==> src/rtl/cardinal_pkg.sv <==
// Shared definitions for the cardinal ring: packet field positions,
// route port encodings and default widths. The NIC and the output
// arbiters import the same package.
package cardinal_pkg;

  localparam int DEF_DATA_W = 64;
  localparam int DEF_HOP_W  = 8;

  localparam int VC_BIT  = 63;
  localparam int DIR_BIT = 62;
  localparam int HOP_MSB = 55;
  localparam int HOP_LSB = 48;

  typedef enum logic [2:0] {
    PORT_NONE = 3'b000,
    PORT_CW   = 3'b001,
    PORT_CCW  = 3'b010,
    PORT_PE   = 3'b100
  } port_e;

  // Route of a stored packet: an exhausted hop count ejects to the PE,
  // otherwise the direction bit picks the ring.
  function automatic port_e route_of(input logic dir, input logic [DEF_HOP_W-1:0] hop);
    if (hop == '0)
      return PORT_PE;
    else if (dir)
      return PORT_CCW;
    else
      return PORT_CW;
  endfunction

endpackage

==> src/rtl/cardinal_router_input_port_if.sv <==
// Link-side bundle of the input port: upstream si/ri/di handshake,
// route request towards the output arbiters, phase and error flag.
interface cardinal_router_input_port_if #(
  parameter int DATA_W = cardinal_pkg::DEF_DATA_W
);
  logic              polarity;
  logic              net_si;
  logic              net_ri;
  logic [DATA_W-1:0] net_di;
  logic [2:0]        req;
  logic [DATA_W-1:0] fwd_do;
  logic              gnt;
  logic              err;

  // Environment side: upstream sender, arbiter and phase generator.
  modport master (
    output polarity, net_si, net_di, gnt,
    input  net_ri, req, fwd_do, err
  );

  // Router input port side.
  modport slave (
    input  polarity, net_si, net_di, gnt,
    output net_ri, req, fwd_do, err
  );
endinterface

==> src/rtl/cardinal_vc_slot.sv <==
// One-entry virtual-channel buffer: data register plus full flag.
// Write loads data and sets full; clear only drops the full flag.
module cardinal_vc_slot #(
  parameter int DATA_W = cardinal_pkg::DEF_DATA_W
) (
  input  logic              clk,
  input  logic              reset,
  input  logic              wr,
  input  logic              clr,
  input  logic [DATA_W-1:0] din,
  output logic [DATA_W-1:0] data,
  output logic              full
);

  // Data capture and occupancy; write wins if both strobes ever coincide.
  always_ff @(posedge clk or negedge reset) begin
    if (!reset) begin
      data <= '0;
      full <= 1'b0;
    end else if (wr) begin
      data <= din;
      full <= 1'b1;
    end else if (clr) begin
      full <= 1'b0;
    end
  end

endmodule

==> src/rtl/cardinal_router_input_port.sv <==
// Per-link input stage of the cardinal ring router. Upstream writes the
// VC slot matching the current polarity; the opposite slot is routed and
// offered to the output arbiters with its hop count halved.
module cardinal_router_input_port #(
  parameter int DATA_W = cardinal_pkg::DEF_DATA_W,
  parameter int HOP_W  = cardinal_pkg::DEF_HOP_W
) (
  input  logic                         clk,
  input  logic                         reset,
  cardinal_router_input_port_if.slave  port_if
);
  import cardinal_pkg::*;

  logic [1:0]        full;
  logic [1:0]        wr;
  logic [1:0]        clr;
  logic [DATA_W-1:0] slot_even;
  logic [DATA_W-1:0] slot_odd;
  logic              acc_vc;
  logic              drn_vc;
  logic              vc_match;
  logic              accept;
  logic              mismatch;
  logic              drn_full;
  logic [DATA_W-1:0] drn_data;
  logic [HOP_W-1:0]  drn_hop;
  port_e             route;
  logic [DATA_W-1:0] fwd;
  logic              err_q;

  assign acc_vc   = port_if.polarity;
  assign drn_vc   = ~port_if.polarity;
  assign vc_match = (port_if.net_di[VC_BIT] == acc_vc);

  // Accept/drop decision for the upstream slot and drain strobe for the other.
  always_comb begin
    wr       = 2'b00;
    clr      = 2'b00;
    accept   = port_if.net_si && !full[acc_vc] && vc_match;
    mismatch = port_if.net_si && !full[acc_vc] && !vc_match;
    wr[acc_vc]  = accept;
    clr[drn_vc] = port_if.gnt && full[drn_vc];
  end

  cardinal_vc_slot #(.DATA_W(DATA_W)) u_slot_even (
    .clk  (clk),
    .reset(reset),
    .wr   (wr[0]),
    .clr  (clr[0]),
    .din  (port_if.net_di),
    .data (slot_even),
    .full (full[0])
  );

  cardinal_vc_slot #(.DATA_W(DATA_W)) u_slot_odd (
    .clk  (clk),
    .reset(reset),
    .wr   (wr[1]),
    .clr  (clr[1]),
    .din  (port_if.net_di),
    .data (slot_odd),
    .full (full[1])
  );

  assign drn_full = full[drn_vc];
  assign drn_data = drn_vc ? slot_odd : slot_even;
  assign drn_hop  = drn_data[HOP_MSB:HOP_LSB];

  // Route and hop rewrite for the draining slot; an empty slot presents zeros.
  always_comb begin
    route = PORT_NONE;
    fwd   = '0;
    if (drn_full) begin
      route = route_of(drn_data[DIR_BIT], drn_hop);
      fwd   = drn_data;
      if (route != PORT_PE)
        fwd[HOP_MSB:HOP_LSB] = drn_hop >> 1;
    end
  end

  // Sticky protocol error: a send whose VC bit disagrees with the phase.
  always_ff @(posedge clk or negedge reset) begin
    if (!reset)
      err_q <= 1'b0;
    else if (mismatch)
      err_q <= 1'b1;
  end

  assign port_if.net_ri = ~full[acc_vc];
  assign port_if.req    = route;
  assign port_if.fwd_do = fwd;
  assign port_if.err    = err_q;

endmodule

==> src/flat_wrapper.sv <==
// flat-port wrapper written by rule: the top's interface ports become plain ports
module cardinal_router_input_port_flat import cardinal_pkg::*;
#(
  parameter int DATA_W = cardinal_pkg::DEF_DATA_W,
  parameter int HOP_W  = cardinal_pkg::DEF_HOP_W
)
  (clk, reset, port_if_polarity, port_if_net_si, port_if_net_di, port_if_gnt, port_if_net_ri, port_if_req, port_if_fwd_do, port_if_err);
  cardinal_router_input_port_if #(.DATA_W(DATA_W)) port_if_i ();
  input  logic clk;
  input  logic reset;
  input wire logic [$bits(port_if_i.polarity)-1:0] port_if_polarity;
  input wire logic [$bits(port_if_i.net_si)-1:0] port_if_net_si;
  input wire logic [$bits(port_if_i.net_di)-1:0] port_if_net_di;
  input wire logic [$bits(port_if_i.gnt)-1:0] port_if_gnt;
  output wire logic [$bits(port_if_i.net_ri)-1:0] port_if_net_ri;
  output wire logic [$bits(port_if_i.req)-1:0] port_if_req;
  output wire logic [$bits(port_if_i.fwd_do)-1:0] port_if_fwd_do;
  output wire logic [$bits(port_if_i.err)-1:0] port_if_err;
  assign port_if_i.polarity = port_if_polarity;
  assign port_if_i.net_si = port_if_net_si;
  assign port_if_i.net_di = port_if_net_di;
  assign port_if_i.gnt = port_if_gnt;
  assign port_if_net_ri = port_if_i.net_ri;
  assign port_if_req = port_if_i.req;
  assign port_if_fwd_do = port_if_i.fwd_do;
  assign port_if_err = port_if_i.err;
  cardinal_router_input_port #(.DATA_W(DATA_W), .HOP_W(HOP_W)) u_core (.clk(clk), .reset(reset), .port_if(port_if_i));
endmodule
==> config.mk <==
export PLATFORM = sky130hd
export DESIGN_NAME = cardinal_router_input_port_flat
export DESIGN_NICKNAME = d
export VERILOG_FILES = /design/src/rtl/cardinal_pkg.sv /design/src/rtl/cardinal_router_input_port_if.sv /design/src/rtl/cardinal_vc_slot.sv /design/src/rtl/cardinal_router_input_port.sv /design/src/flat_wrapper.sv
export SDC_FILE = /design/constraint.sdc
export NUM_CORES = 1
export LEC_CHECK = 0
export CORE_MARGIN = 5
export CORE_UTILIZATION = 46
export DETAILED_ROUTE_END_ITERATION = 8
export GPL_TIMING_DRIVEN = 0
export PLACE_DENSITY = 0.77
export SYNTH_ARGS = -nofsm -noshare
export SYNTH_HDL_FRONTEND = slang
export SYNTH_SLANG_ARGS = --single-unit
==> constraint.sdc <==
create_clock -name clk -period 1.7 [get_ports clk]
set_clock_uncertainty 0.1 [all_clocks]
set_input_delay 0.34 -clock clk [delete_from_list [all_inputs] [get_ports clk]]
set_output_delay 0.34 -clock clk [all_outputs]
set_load 0.02 [all_outputs]
======== Word level (Yosys, flattened, before mapping) ========
Cells that the tools add are included.
cells by class
  add/subtract/negate cells ............... 0
  multipliers ............................. 0
  eq/ne operators ......................... 2
  shift operators ......................... 0
  multiplexer cells ....................... 19
  $lt $le $gt $ge ......................... 4
  div/mod/pow operators ................... 0
  bitwise logic cells ..................... 4
  reductions and logical operators ........ 11
operator list
  kind                number
  $mux 64             2
  $mux 1              10
  $mux 3              3
  $logic_not 8->1     1
  $mux 8              1
  $logic_and 1x1->1   6
  $and 2x2->2         2
  $lt 1x2->1 const B  2
  $reduce_bool 2->1   2
  $ne 3x3->1 const B  1
  $demux 1 s1         2
  $ge 1x1->1 const B  2
  $logic_not 1->1     2
  $mux 2              1
  $not 1->1           2
  $eq 1x1->1          1
word-level totals
  bits of input ports ..................... 69
  memory bits (writable) .................. 0
  register bits ........................... 131
  memory bits (read-only) ................. 0
  output and inout port bits .............. 69
  memories ................................ 0
  bits in latches ......................... 0

======== Depth between registers and ports, before layout ========
Gate-level depths: netlist of run 1.
  word-level depth ........................ 8
  depth in mapped cells ................... 5

======== Cells and area by module ========
Synthesis of run 1 repeated with hierarchy kept, for this count alone.
second synthesis, totals
  cells, all modules ...................... 440
  area total of the unflattened synthesis .. 6377.4 µm²
modules (own cells, without submodules)
  module                      instances  cells each  area an instance (µm²)  seq. area each (µm²)
  cardinal_vc_slot            2          138         2615.0                  1626.6
  cardinal_router_input_port  1          164         1147.4                  25.0

======== Worst setup path after synthesis of run 1 ========
OpenSTA, ideal clock, no wires.
  kind .................................... input to output
  start point ............................. input port port_if_polarity
  end point ............................... output port port_if_req[0]
  arrival ................................. 1369 ps
  setup slack ............................. -109 ps
  required time ........................... 1260 ps
  stages on the path ...................... 4
  path through ............................ buf_2 > buf_4 > nand2_1 > o32ai_1
between the ends
  cells in the longest elaborated chain, start to end .. 5
  elaborated cells between the ends (all ways) .. 8
  classes of those cells .................. mux (7); reduce/logical (1)
RTL lines
  what                                              RTL line                                RTL
  from (decl)                                       flat_wrapper.sv:11                      input wire logic [$bits(port_if_i.polarity)-1:0] port_if_polarity;
  $mux 64                                           cardinal_router_input_port.sv:66        assign drn_data = drn_vc ? slot_odd : slot_even;
  $logic_not 8->1 / $mux 2 (equally long branches)  cardinal_pkg.sv:24, cardinal_pkg.sv:26
  $mux 3                                            cardinal_pkg.sv:24                      if (hop == '0)
  $mux 3                                            cardinal_router_input_port.sv:73        if (drn_full) begin
  $mux 3 *                                          cardinal_router_input_port.sv:73
  to (decl)                                         flat_wrapper.sv:16                      output wire logic [$bits(port_if_i.req)-1:0] port_if_req;
Mark *: on every way between the ends. The rest lies on a longest branch, timed or not. The select of a mux whose other input is x is not followed.

======== Final worst setup path of run 1 ========
  start point ............................. register u_core.u_slot_odd.data[55]
  end point ............................... output port port_if_req[2]
between the ends
  cells in the longest elaborated chain, start to end .. 5
RTL lines
  what                    RTL line                          RTL
  from (decl)             cardinal_vc_slot.sv:11            output logic [DATA_W-1:0] data,
  from (signal assigned)  cardinal_vc_slot.sv:21            data <= din;
  $mux 64                 cardinal_router_input_port.sv:66
  $logic_not 8->1         cardinal_pkg.sv:24
  $mux 3                  cardinal_pkg.sv:24
  $mux 3 (2 in series)    cardinal_router_input_port.sv:73
No other way between the ends. The select of a mux whose other input is x is not followed.

==> results of run 1 <==
cells by family (layout without fill, tap and decap cells):
logic type | count (synthesis) | count (layout) | share of synthesized area
other | 1 | 1 | 0.000605
buffers and inverters | 30 | 255 | 0.0371
xor gates and xnor gates | 1 | 1 | 0.00141
DFF | 131 | 131 | 0.529
AOI/OAI and AO/OA | 8 | 8 | 0.00949
and+or+nand+nor | 81 | 81 | 0.0563
muxes | 189 | 189 | 0.366
metal layers:
| metal | GRT usage | vias to the layer above | routed length [um] |
|---|---|---|---|
| li1 | - | 1968 | - |
| met5 | 0 | - | 0 |
| met3 | 0.0461 | 25 | 698 |
| met4 | 0.0852 | 0 | 383 |
| met2 | 0.356 | 117 | 9220 |
| met1 | 0.252 | 2267 | 7610 |
metrics by stage:
| step | setup TNS [ns] | setup WS, ns | hold slack (ns) | std cells | util |
|---|---|---|---|---|---|
| 3_5_place_dp | -150.65 | -1.46 | 0.257 | 754 | 0.593 |
| 5_1_grt | -54.03 | -0.688 | 0.403 | 842 | 0.772 |
| 6_report | -44.26 | -0.650 | 0.361 | 842 | 0.772 |
| 4_1_cts | -26.50 | -0.565 | 0.378 | 830 | 0.712 |
| 3_3_place_gp | -772.97 | -4.76 | 0.357 | 753 | 0.590 |
| 2_1_floorplan | -0.681 | -0.0177 | -0.0556 | 441 | - |
Yosys cell counts (all sizes together):
master / number
inv: 1
a31oi: 1
xor2: 1
nand3: 1
nor2: 65
buf: 29
nor3: 2
o22ai: 1
nor2b: 2
mux2i: 63
or4: 4
o32ai: 1
mux2: 126
nand2: 3
conb: 1
o21ba: 1
a21oi: 3
nand2b: 2
a31o: 1
dfrtp: 131
nor4b: 1
nand4b: 1
how the worst max path moves through the flow:
stage,to,start,slack [ns],cells after the start
after floorplan,port_if_fwd_do[24],port_if_polarity,-0.02,5
after global placement,u_core.u_slot_odd.data[12]$_DFFE_PN0P_,reset,-4.76,1
after detailed placement,port_if_fwd_do[45],port_if_polarity,-1.46,7
after CTS,port_if_req[2],u_core.u_slot_even.data[53]$_DFFE_PN0P_,-0.56,4
after global routing,port_if_req[2],u_core.u_slot_even.data[50]$_DFFE_PN0P_,-0.69,4
final,port_if_req[2],u_core.u_slot_odd.data[55]$_DFFE_PN0P_,-0.65,4
sequential cells by signal (all words and copies together), names as in the netlist:
| register | count |
|---|---|
| u_core.port_if.err | 1 |
| u_core.u_slot_odd.data | 64 |
| u_core.u_slot_odd.full | 1 |
| u_core.u_slot_even.full | 1 |
| u_core.u_slot_even.data | 64 |
layout make-up:
type | instances | share of cell area
multi-input combinational | 280 | 0.340
sequential | 131 | 0.321
timing repair buffer | 195 | 0.222
clock buffer | 29 | 0.0519
buffer | 27 | 0.0372
tap | 176 | 0.0215
clock inverter | 3 | 0.00636
inverter | 1 | 0.000367
repair_timing:
action / CTS / global route
cloned: 6 / 8
endpoints found under the hold margin: 61 / 0
hold buffers: 1 / 0
gates resized for setup: 520 / 181
setup endpoints to repair: 185 / 184
pin swaps: 22 / 43
setup buffers: 37 / 14
power groups by stage:
stage | Clock, uW | Combinational (uW) | Sequential, uW
floorplan | 0 | 1620 | 4190
global route | 3860 | 4020 | 4460
detailed placement | 0 | 2460 | 4320
CTS | 3720 | 3180 | 4300
finish | 3690 | 3800 | 4380
global placement | 0 | 2390 | 4270
==> metrics, run 1 <==
count of final max-slew check failures=0; Final WS setup=-0.650 ns; Post-Synthesis Cells=441; Max IR drop VDD=669 uV; drt first pass iters=4; Final ANT Viol Nets=0; die area=15900 sq um; failing checks=negative setup slack; CTS HTree Levels=4; wirelength, routed=approximately 18000 um; Logic pwr share=0.320; Via density=5.20; R2R Setup Slk=-0.19 ns; Reg area=around 3300 sq um; layout filler cell count=about 760; RSZ-0062 raised after global routing=true; RR Endpoint=u_core.u_slot_even.data[54]$_DFFE_PN0P_; Sequential Power Share=0.369; Max Cap Violations=0; RePlAce Congestion=0.808; Bufs and invs on worst path=1; Core ar.=13200 sq um; status=finished, violations left; Post-Syn Area=a little over 6000 sq um; initial core utilization=0.468; initial antenna violation count=0; most common cell after layout, fill and taps aside=dfrtp_1; Hold Crit Class=in -> async; PwrDens=1160 nW/um^2; Die Y=126 um; Final nets=just over 700; Tot Pwr=11900 uW; Max Clk Rate=426 MHz; CTS tree=done; worst path cell trace=or4_4 -> nor3_2 -> o21ba_4 -> buf_6; Critical Path AT=1.91 ns; CP max stage delay=0.57 ns; Switch Pwr=between 3000 and 4000 uW; GR Overflow Total=0; Setup violations, final=186; Die X=~130 um; Final Hold Fails=0; register area share after synthesis=0.529; Crit path max-delay family=simple AND/OR/NAND/NOR gates; GRT Total Usage=0.207; CTS sink cnt=131; vias in the first global route=slightly below 5k; clk root buf=clkbuf_16; WP data required=~1.3 ns; min Tclk post-route=2.35 ns; Multi-input gate area=3480 sq um; Crit Path Category=reg -> out; Worst-path clk slew=0.05 ns; DP Wirelength=around 9800 um; final instance area=10200 sq um; CP endpoint kind=output port; Final period util=1.38; port bufs=136; internal power=8520 uW; fraction of layout cells with a size suffix above 1=0.589; clk buf depth=2; R2R depth=6; worst-skew pair later-pin latency=0.42 ns; worst-path maximum fanout=2; Synth Net Count=510; cell at the slowest stage of the critical path=or4_4; Max transition margin=0.609; Yosys cell types=27; Switching Share=0.282; Clk network pwr share=0.311; # diodes=0; startpoint types=flip-flop; Worst R2R Start=u_core.u_slot_even.full$_DFFE_PN0P_; Detailed Route Iter0 Violations=179; Ys Warns=0; Worst Max-Slew Pin Slew=a little under 0.6 ns; top-area cell type share of the netlist area=0.529; Cell Rows=42; first-pass GRT wire length=25800 um; total CTS buffers=17; WL/cell=21.3 um; largest area contributor in the synthesized netlist=dfrtp_1; Avg Inst Size Synth=14.1 sq um; Post-DP Area=7850 sq um; vias after detailed routing=4377; DR DRC count=0; Area Growth Syn to Fin=64.9%; leakage=0.00473 uW; largest net degree at the start of global routing=71; boundary pin count=138; top post-synthesis cells by area=dfrtp_1 (53%), mux2_4 (14%), mux2i_1 (10%); Seq cells post-synth=131; most frequent cells in the layout=dfrtp_1 (130), mux2_4 (120), buf_6 (104)
(Power assumes the default switching activity.)
==> inputs of run 2 (changes only) <==
Settings changed: PLACE_DENSITY 0.77 to 0.76, SYNTH_HIERARCHICAL set to 1.
==> metrics, run 2 <==
Worst R2R Start=u_core/u_slot_even/full$_DFFE_PN0P_; WP data required=1.26 ns (about the same); Die X=128 um (+1.3%); WL/cell=20.7 um (-2.6%); Detailed Route Iter0 Violations=253 (+41%); compound-cell area share of the yosys netlist=0.00902 (-0.000460); R2R Setup Slk=-0.19 ns (about the same); die area=16300 sq um (+2.6%); Final ANT Viol Nets=0 (unchanged); Worst-path clk slew=0.05 ns (about the same); min Tclk post-route=2.27 ns (-0.0828 ns); biggest regs=u_core/u_slot_even/data: 64 flops, u_core/u_slot_odd/data: 64 flops; Critical Path AT=1.83 ns (-0.08 ns); Hold Crit Class=in -> async; ys async rst share=1.00 (unchanged); Post-Syn Area=6380 sq um (+2.9%); CTS tree=done; boundary pin count=138 (unchanged); most common cell after layout, fill and taps aside=dfrtp_1; Cell Rows=43 (+2.4%); Sequential Power Share=0.310 (-0.059); vias after detailed routing=4365 (-0.27%); Seq cells post-synth=131 (unchanged); RePlAce Congestion=0.743 (-8.0%); clk buf depth=2 (unchanged); CTS sink cnt=131 (unchanged); Final period util=1.33 (-0.0487); most common cell in the netlist=dfrtp_1; worst-skew pair later-pin latency=0.42 ns (about the same); Post-synth EDFFs=0 (unchanged); Avg Inst Size Synth=14.5 sq um (+3.1%); total CTS buffers=17 (unchanged); Logic pwr share=0.496 (+0.176); port bufs=135 (-0.74%); Crit Path Category=reg -> out; Adder-Cell Fraction of Synth Area=0 (unchanged); worst-path maximum fanout=3 (+1); Synth Flop Type=dfrtp_1; Yosys cell types=28 (+3.7%); Post-Synthesis Cells=440 (-0.23%); count of final max-slew check failures=0 (unchanged); Post-synth top cells=dfrtp_1 (131), mux2_4 (98), mux2i_1 (63), nor2_1 (63), mux2_2 (30); Area Growth Syn to Fin=60.9%; wirelength, routed=17700 um (-1.2%); Final Non-Filler Cells=854 (+1.4%); RR Endpoint=u_core/u_slot_even/data[33]$_DFFE_PN0P_; Core ar.=13700 sq um (+3.6%); RSZ-0062 raised after global routing=true; final core occ=0.748 (-0.0242); drt first pass iters=4 (unchanged); Via density=5.11 (-1.7%); Max Clk Rate=441 MHz (+3.7%); Switch Pwr=6140 uW (+83%); leakage=0.00463 uW (-2.3%); post-synthesis mux area share=0.383 (+0.0163); clk root buf=clkbuf_16; DR DRC count=0 (unchanged); initial antenna violation count=0 (unchanged); largest family of logic cells by synthesized area=multiplexers; largest area contributor in the synthesized netlist=dfrtp_1; status=finished, violations left; register area share after synthesis=0.514 (-0.0147); CP endpoint kind=output port; top-area cell type share of the netlist area=0.514 (-0.0147); largest net degree at the start of global routing=87 (+23%); initial core utilization=0.465 (-0.00332); PwrDens=1800 nW/um^2 (+55%); Final WS setup=-0.567 ns (+0.0828 ns); # diodes=0 (unchanged); startpoint types=flip-flop; Switching Share=0.332 (+0.0493); Cells after DPL=756 (+0.27%); Synth Area in Simple Gates=0.0545 (-0.00176); failing checks=negative setup slack; Max Cap Violations=0 (unchanged); Final nets=730 (+1.1%); hold_ws=0.329 ns (-0.0327 ns); Die Y=128 um (+1.3%); most frequent cells in the layout=dfrtp_1 (130), mux2_4 (105), buf_6 (91); Synth Net Count=509 (-0.20%); R2R depth=7 (+1); vias in the first global route=4881 (-0.41%); internal power=12400 uW (+45%); Post-Synth XOR/XNOR Area=0.00137 (-0.0000394); GR Overflow Total=0 (unchanged); Ys Warns=6 (+6); top post-synthesis cells by area=dfrtp_1 (51%), mux2_4 (23%), mux2i_1 (9.9%); Final Hold Fails=0 (unchanged); GRT Total Usage=0.204 (-0.00250); CTS HTree Levels=4 (unchanged); DP Wirelength=9900 um (+0.73%); Max IR drop VDD=1210 uV (+82%); fraction of layout cells with a size suffix above 1=0.586 (-0.00254); Clk network pwr share=0.194 (-0.117); first-pass GRT wire length=26100 um (+0.99%); Setup violations, final=185 (-0.54%)
==> run 2: cell count changes after synthesis, sizes merged, moves of 2 or more <==
cell   before  now
a21o        0    2
nor3        2    0
mux2      126  128
a21oi       3    1
==> run 2: cell type report <==
type / count / area [sq um]
timing repair buffer: 206 / 2400
multi-input combinational: 278 / 3390
clock inverter: 4 / 70.1
fill: 827 / 3460
sequential: 131 / 3280
clock buffer: 28 / 507
tap: 180 / 225
buffer: 25 / 383
inverter: 2 / 7.51
==> run 2: routing by layer <==
layer | wire (um) | share of wire | GRT usage | vias to the layer above
met2 | 9030 | 0.51 | 0.349 | 110
met1 | 7510 | 0.42 | 0.254 | 2244
met4 | 446 | 0.025 | 0.0718 | 0
met5 | 0 | 0 | 0 | -
met3 | 706 | 0.040 | 0.0488 | 29
li1 | - | - | - | 1982
==> run 2: timing repair <==
item                                   4_1_cts  5_1_grt
cloned                                      10        9
pin swaps                                   15       47
setup endpoints to repair                  176      194
endpoints found under the hold margin       45        0
resized for setup                          453      187
hold buffers                                 1        0
buffers inserted                            39       20
==> run 2: cell families after synthesis <==
kind of cell	Yosys count
other	1
XOR/XNOR	1
AO/OA/AOI/OAI	7
buffers and inverters	31
multiplexers	191
AND/OR/NAND/NOR	78
flip-flops	131
==> run 2: critical path: stages (launching register included) <==
cell     delay, ns
dfrtp_1       0.38
or4_4         0.55
nor2_4        0.15
a32o_2        0.21
buf_6         0.12
==> run 2: metrics by stage <==
stage / setup TNS, ns / worst slack [ns] / area [sq um] / power [uW]
after floorplan: -0.0136 / -0.0136 / 6430 / 9550
after global placement: -715.14 / -4.69 / 8010 / 11600
after detailed placement: -105.81 / -0.744 / 8040 / 11900
after CTS: -34.10 / -0.569 / 9500 / 16900
after global routing: -46.40 / -0.623 / 10300 / 19400
final: -35.06 / -0.567 / 10300 / 18500
==> run 2: how the worst max path moves through the flow <==
| stage | startpoint | endpoint | slack, ns |
|---|---|---|---|
| finish | u_core/u_slot_even/data[48]$_DFFE_PN0P_ | port_if_req[2] | -0.57 |
| global route | u_core/u_slot_even/data[48]$_DFFE_PN0P_ | port_if_req[2] | -0.62 |
| CTS | u_core/u_slot_even/data[54]$_DFFE_PN0P_ | port_if_req[2] | -0.57 |
| detailed placement | port_if_polarity | port_if_fwd_do[54] | -0.74 |
| global placement | reset | u_core/u_slot_even/data[10]$_DFFE_PN0P_ | -4.69 |
| floorplan | u_core/u_slot_odd/data[51]$_DFFE_PN0P_ | port_if_req[2] | -0.01 |
==> run 2: power by group through the flow <==
stage | sequential (uW) | combinational (uW) | clock, uW
final | 5730 | 9180 | 3590
after global routing | 5920 | 9660 | 3800
after CTS | 5650 | 7640 | 3620
after detailed placement | 5680 | 6170 | 0
after global placement | 5560 | 6060 | 0
after floorplan | 5370 | 4180 | 0
==> edit: new RTL, config.mk and constraints of run 1 <==
Reset style: synchronous (`reset`), changed in 2 clocked blocks.
--- a/src/rtl/cardinal_vc_slot.sv
+++ b/src/rtl/cardinal_vc_slot.sv
@@ -15,3 +15,3 @@
   // Data capture and occupancy; write wins if both strobes ever coincide.
-  always_ff @(posedge clk or negedge reset) begin
+  always_ff @(posedge clk) begin
     if (!reset) begin
--- a/src/rtl/cardinal_router_input_port.sv
+++ b/src/rtl/cardinal_router_input_port.sv
@@ -81,3 +81,3 @@
   // Sticky protocol error: a send whose VC bit disagrees with the phase.
-  always_ff @(posedge clk or negedge reset) begin
+  always_ff @(posedge clk) begin
     if (!reset)
Check against the original RTL: differs if reset is asserted again (counterexample within 4 cycles, from zero or initial values and one cycle with reset low); with reset held inactive, the same outputs for 4 cycles.
==> edit against run 1 <==
- the flow still finishes with violations (setup timing)
- setup slack improved by 120 ps
- non-clock buffer count rose by 22
- critical endpoint unchanged
- wire length rose by 16%
- sequential cell count did not move
- global-route usage rose by 3.9 points
- synthesized area fell by 5.5%
- cell area fell by 1.1%
- largest cell class unchanged
- critical path depth did not move
Power is not compared: it rests on default switching activity, and its combinational part moved more than twofold at a synthesized area within 25%.
==> edit: results (changes against run 1) <==
| Metric | Value |
|---|---|
| Pre-CTS WS | -1610 ps (-156 ps) |
| Status | finished with violations |
| CTS Hold Bufs | 0 (-1) |
| Top_reg_cell synth | dfxtp_1 |
| Number of global-route vias before repair | 5838 (+19%) |
| Nets | 997 (+38%) |
| Via Count | 6011 (+37%) |
| Post-Synthesis Cells | 722 (+64%) |
| Compound-Gate Fraction of Synth Area | 17.3% (+16 points) |
| Leading cell types by count after synthesis | nand2_1 (257), dfxtp_1 (131), a21boi_0 (76) |
| Post-Synth Adder-Cell Area | 0% (unchanged) |
| Layout cell share with drive strength beyond 1 | 40.0% (-19 points) |
| Worst Setup Slack, final | -526 ps (+124 ps) |
| Crit Path Max Fanout | 3 (+1) |
| Layout Cells excl Fill | 1113 (+32%) |
| Final HPWL DP | 11200 µm (+14%) |
| Global-route wire length before repair | 28800 µm (+12%) |
| Slew Limit Headroom | 62.5% (+1.6 points) |
| Worst stage delay on the critical path | 540 ps (-30 ps) |
| Initial detailed-routing violation count | 367 (+110%) |
| Pin count of the biggest net entering global routing | 17 (-76%) |
| Routability cong. | 0.803 (-0.62%) |
| M1 WL | 8160 µm (+7.2%) |
| 1st-pass router iterations | 6 (+2) |
| Top cells by area, synth | dfxtp_1 (45%), nand2_1 (16%), mux2i_1 (11%) |
| Setup violators final | 131 (-30%) |
| Violated checks | setup timing |
| Unique masters post-synth | 32 (+19%) |
| Xor-xnor portion of the synthesized cell area | 0% (-0.14 points) |
| Post-synthesis mux area share | 10.8% (-26 points) |
| Initial antenna violation count | 1 (+1) |
| Synthesized Nets | 791 (+55%) |
| Port Buffer Count | 135 (-0.74%) |
| Worst hold path type | input port to register |
| Met3 routed WL | 983 µm (+41%) |
| Drt wl/cell | 18.7 µm (-12%) |
| Routed wl met2 | 10800 µm (+17%) |
| Worst path arrival time | 1790 ps (-120 ps) |
| Async set or reset register ratio after synthesis | 0% (-100 points) |
-- edit: changes by cell type after synthesis, moves of 3 or more --
cell,run 1,this run
clkbuf_1,0,21
mux2_1,48,0
nand2_1,3,257
buf_2,13,31
a21boi_0,0,76
dfxtp_1,0,131
mux2_4,59,0
buf_6,11,2
dfrtp_1,131,0
buf_4,5,2
mux2_2,19,0
a21boi_1,0,50
-- edit: timing repair --
action,in CTS,in global routing
gates resized for setup,545,277
cloned,9,5
pin swaps,25,158
setup buffers,32,9
setup endpoints to repair,181,192
-- edit: final timing paths --
| path | start | to | slack (ps) | cells after the start |
|---|---|---|---|---|
| max reg2reg | u_core.u_slot_even.full | u_core.u_slot_even.data[41] | -160 | 7 |
| min | reset | u_core.u_slot_even.full | 230 | 2 |
| min reg2reg | u_core.u_slot_even.data[38] | u_core.u_slot_even.data[38] | 360 | 2 |
| max | u_core.u_slot_even.data[55] | port_if_req[2] | -530 | 4 |
-- edit: cells by family after synthesis --
kind of cell / count (synthesis)
AND/OR/NAND/NOR: 335
AO/OA/AOI/OAI: 134
flip-flops: 131
multiplexers: 63
buffers and inverters: 58
other: 1
-- edit: metrics by stage --
stage	hold WS, ps	setup TNS, ps	instance area (µm²)
2_1_floorplan	330	-2960	5890
5_1_grt	257	-35580	10100
3_5_place_dp	345	-176340	7450
3_3_place_gp	340	-170900	7450
6_report	227	-30790	10100
4_1_cts	236	-25280	9030
-- edit: power groups by stage --
stage / sequential [W] / combinational, W / clock, W
final: 0.00326 / 0.00117 / 0.00341
after global routing: 0.00327 / 0.00123 / 0.00354
after CTS: 0.00323 / 0.000963 / 0.00341
after detailed placement: 0.00330 / 0.000730 / 0
after global placement: 0.00329 / 0.000722 / 0
after floorplan: 0.00328 / 0.000401 / 0
-- edit: layer usage --
metal / vias to the layer above / track usage (%)
met4: 0 / 11.5
met3: 73 / 4.42
li1: 2795 / -
met1: 2916 / 30.1
met2: 227 / 41.9
met5: - / 0
-- edit: area by class of cell --
class	count	area, µm²
multi-input combinational	533	3970
inverter	1	3.75
timing repair buffer	189	2230
fill	721	2460
clock inverter	4	20.0
clock buffer	27	533
tap	172	215
sequential	131	2630
buffer	55	512
antenna	1	2.50
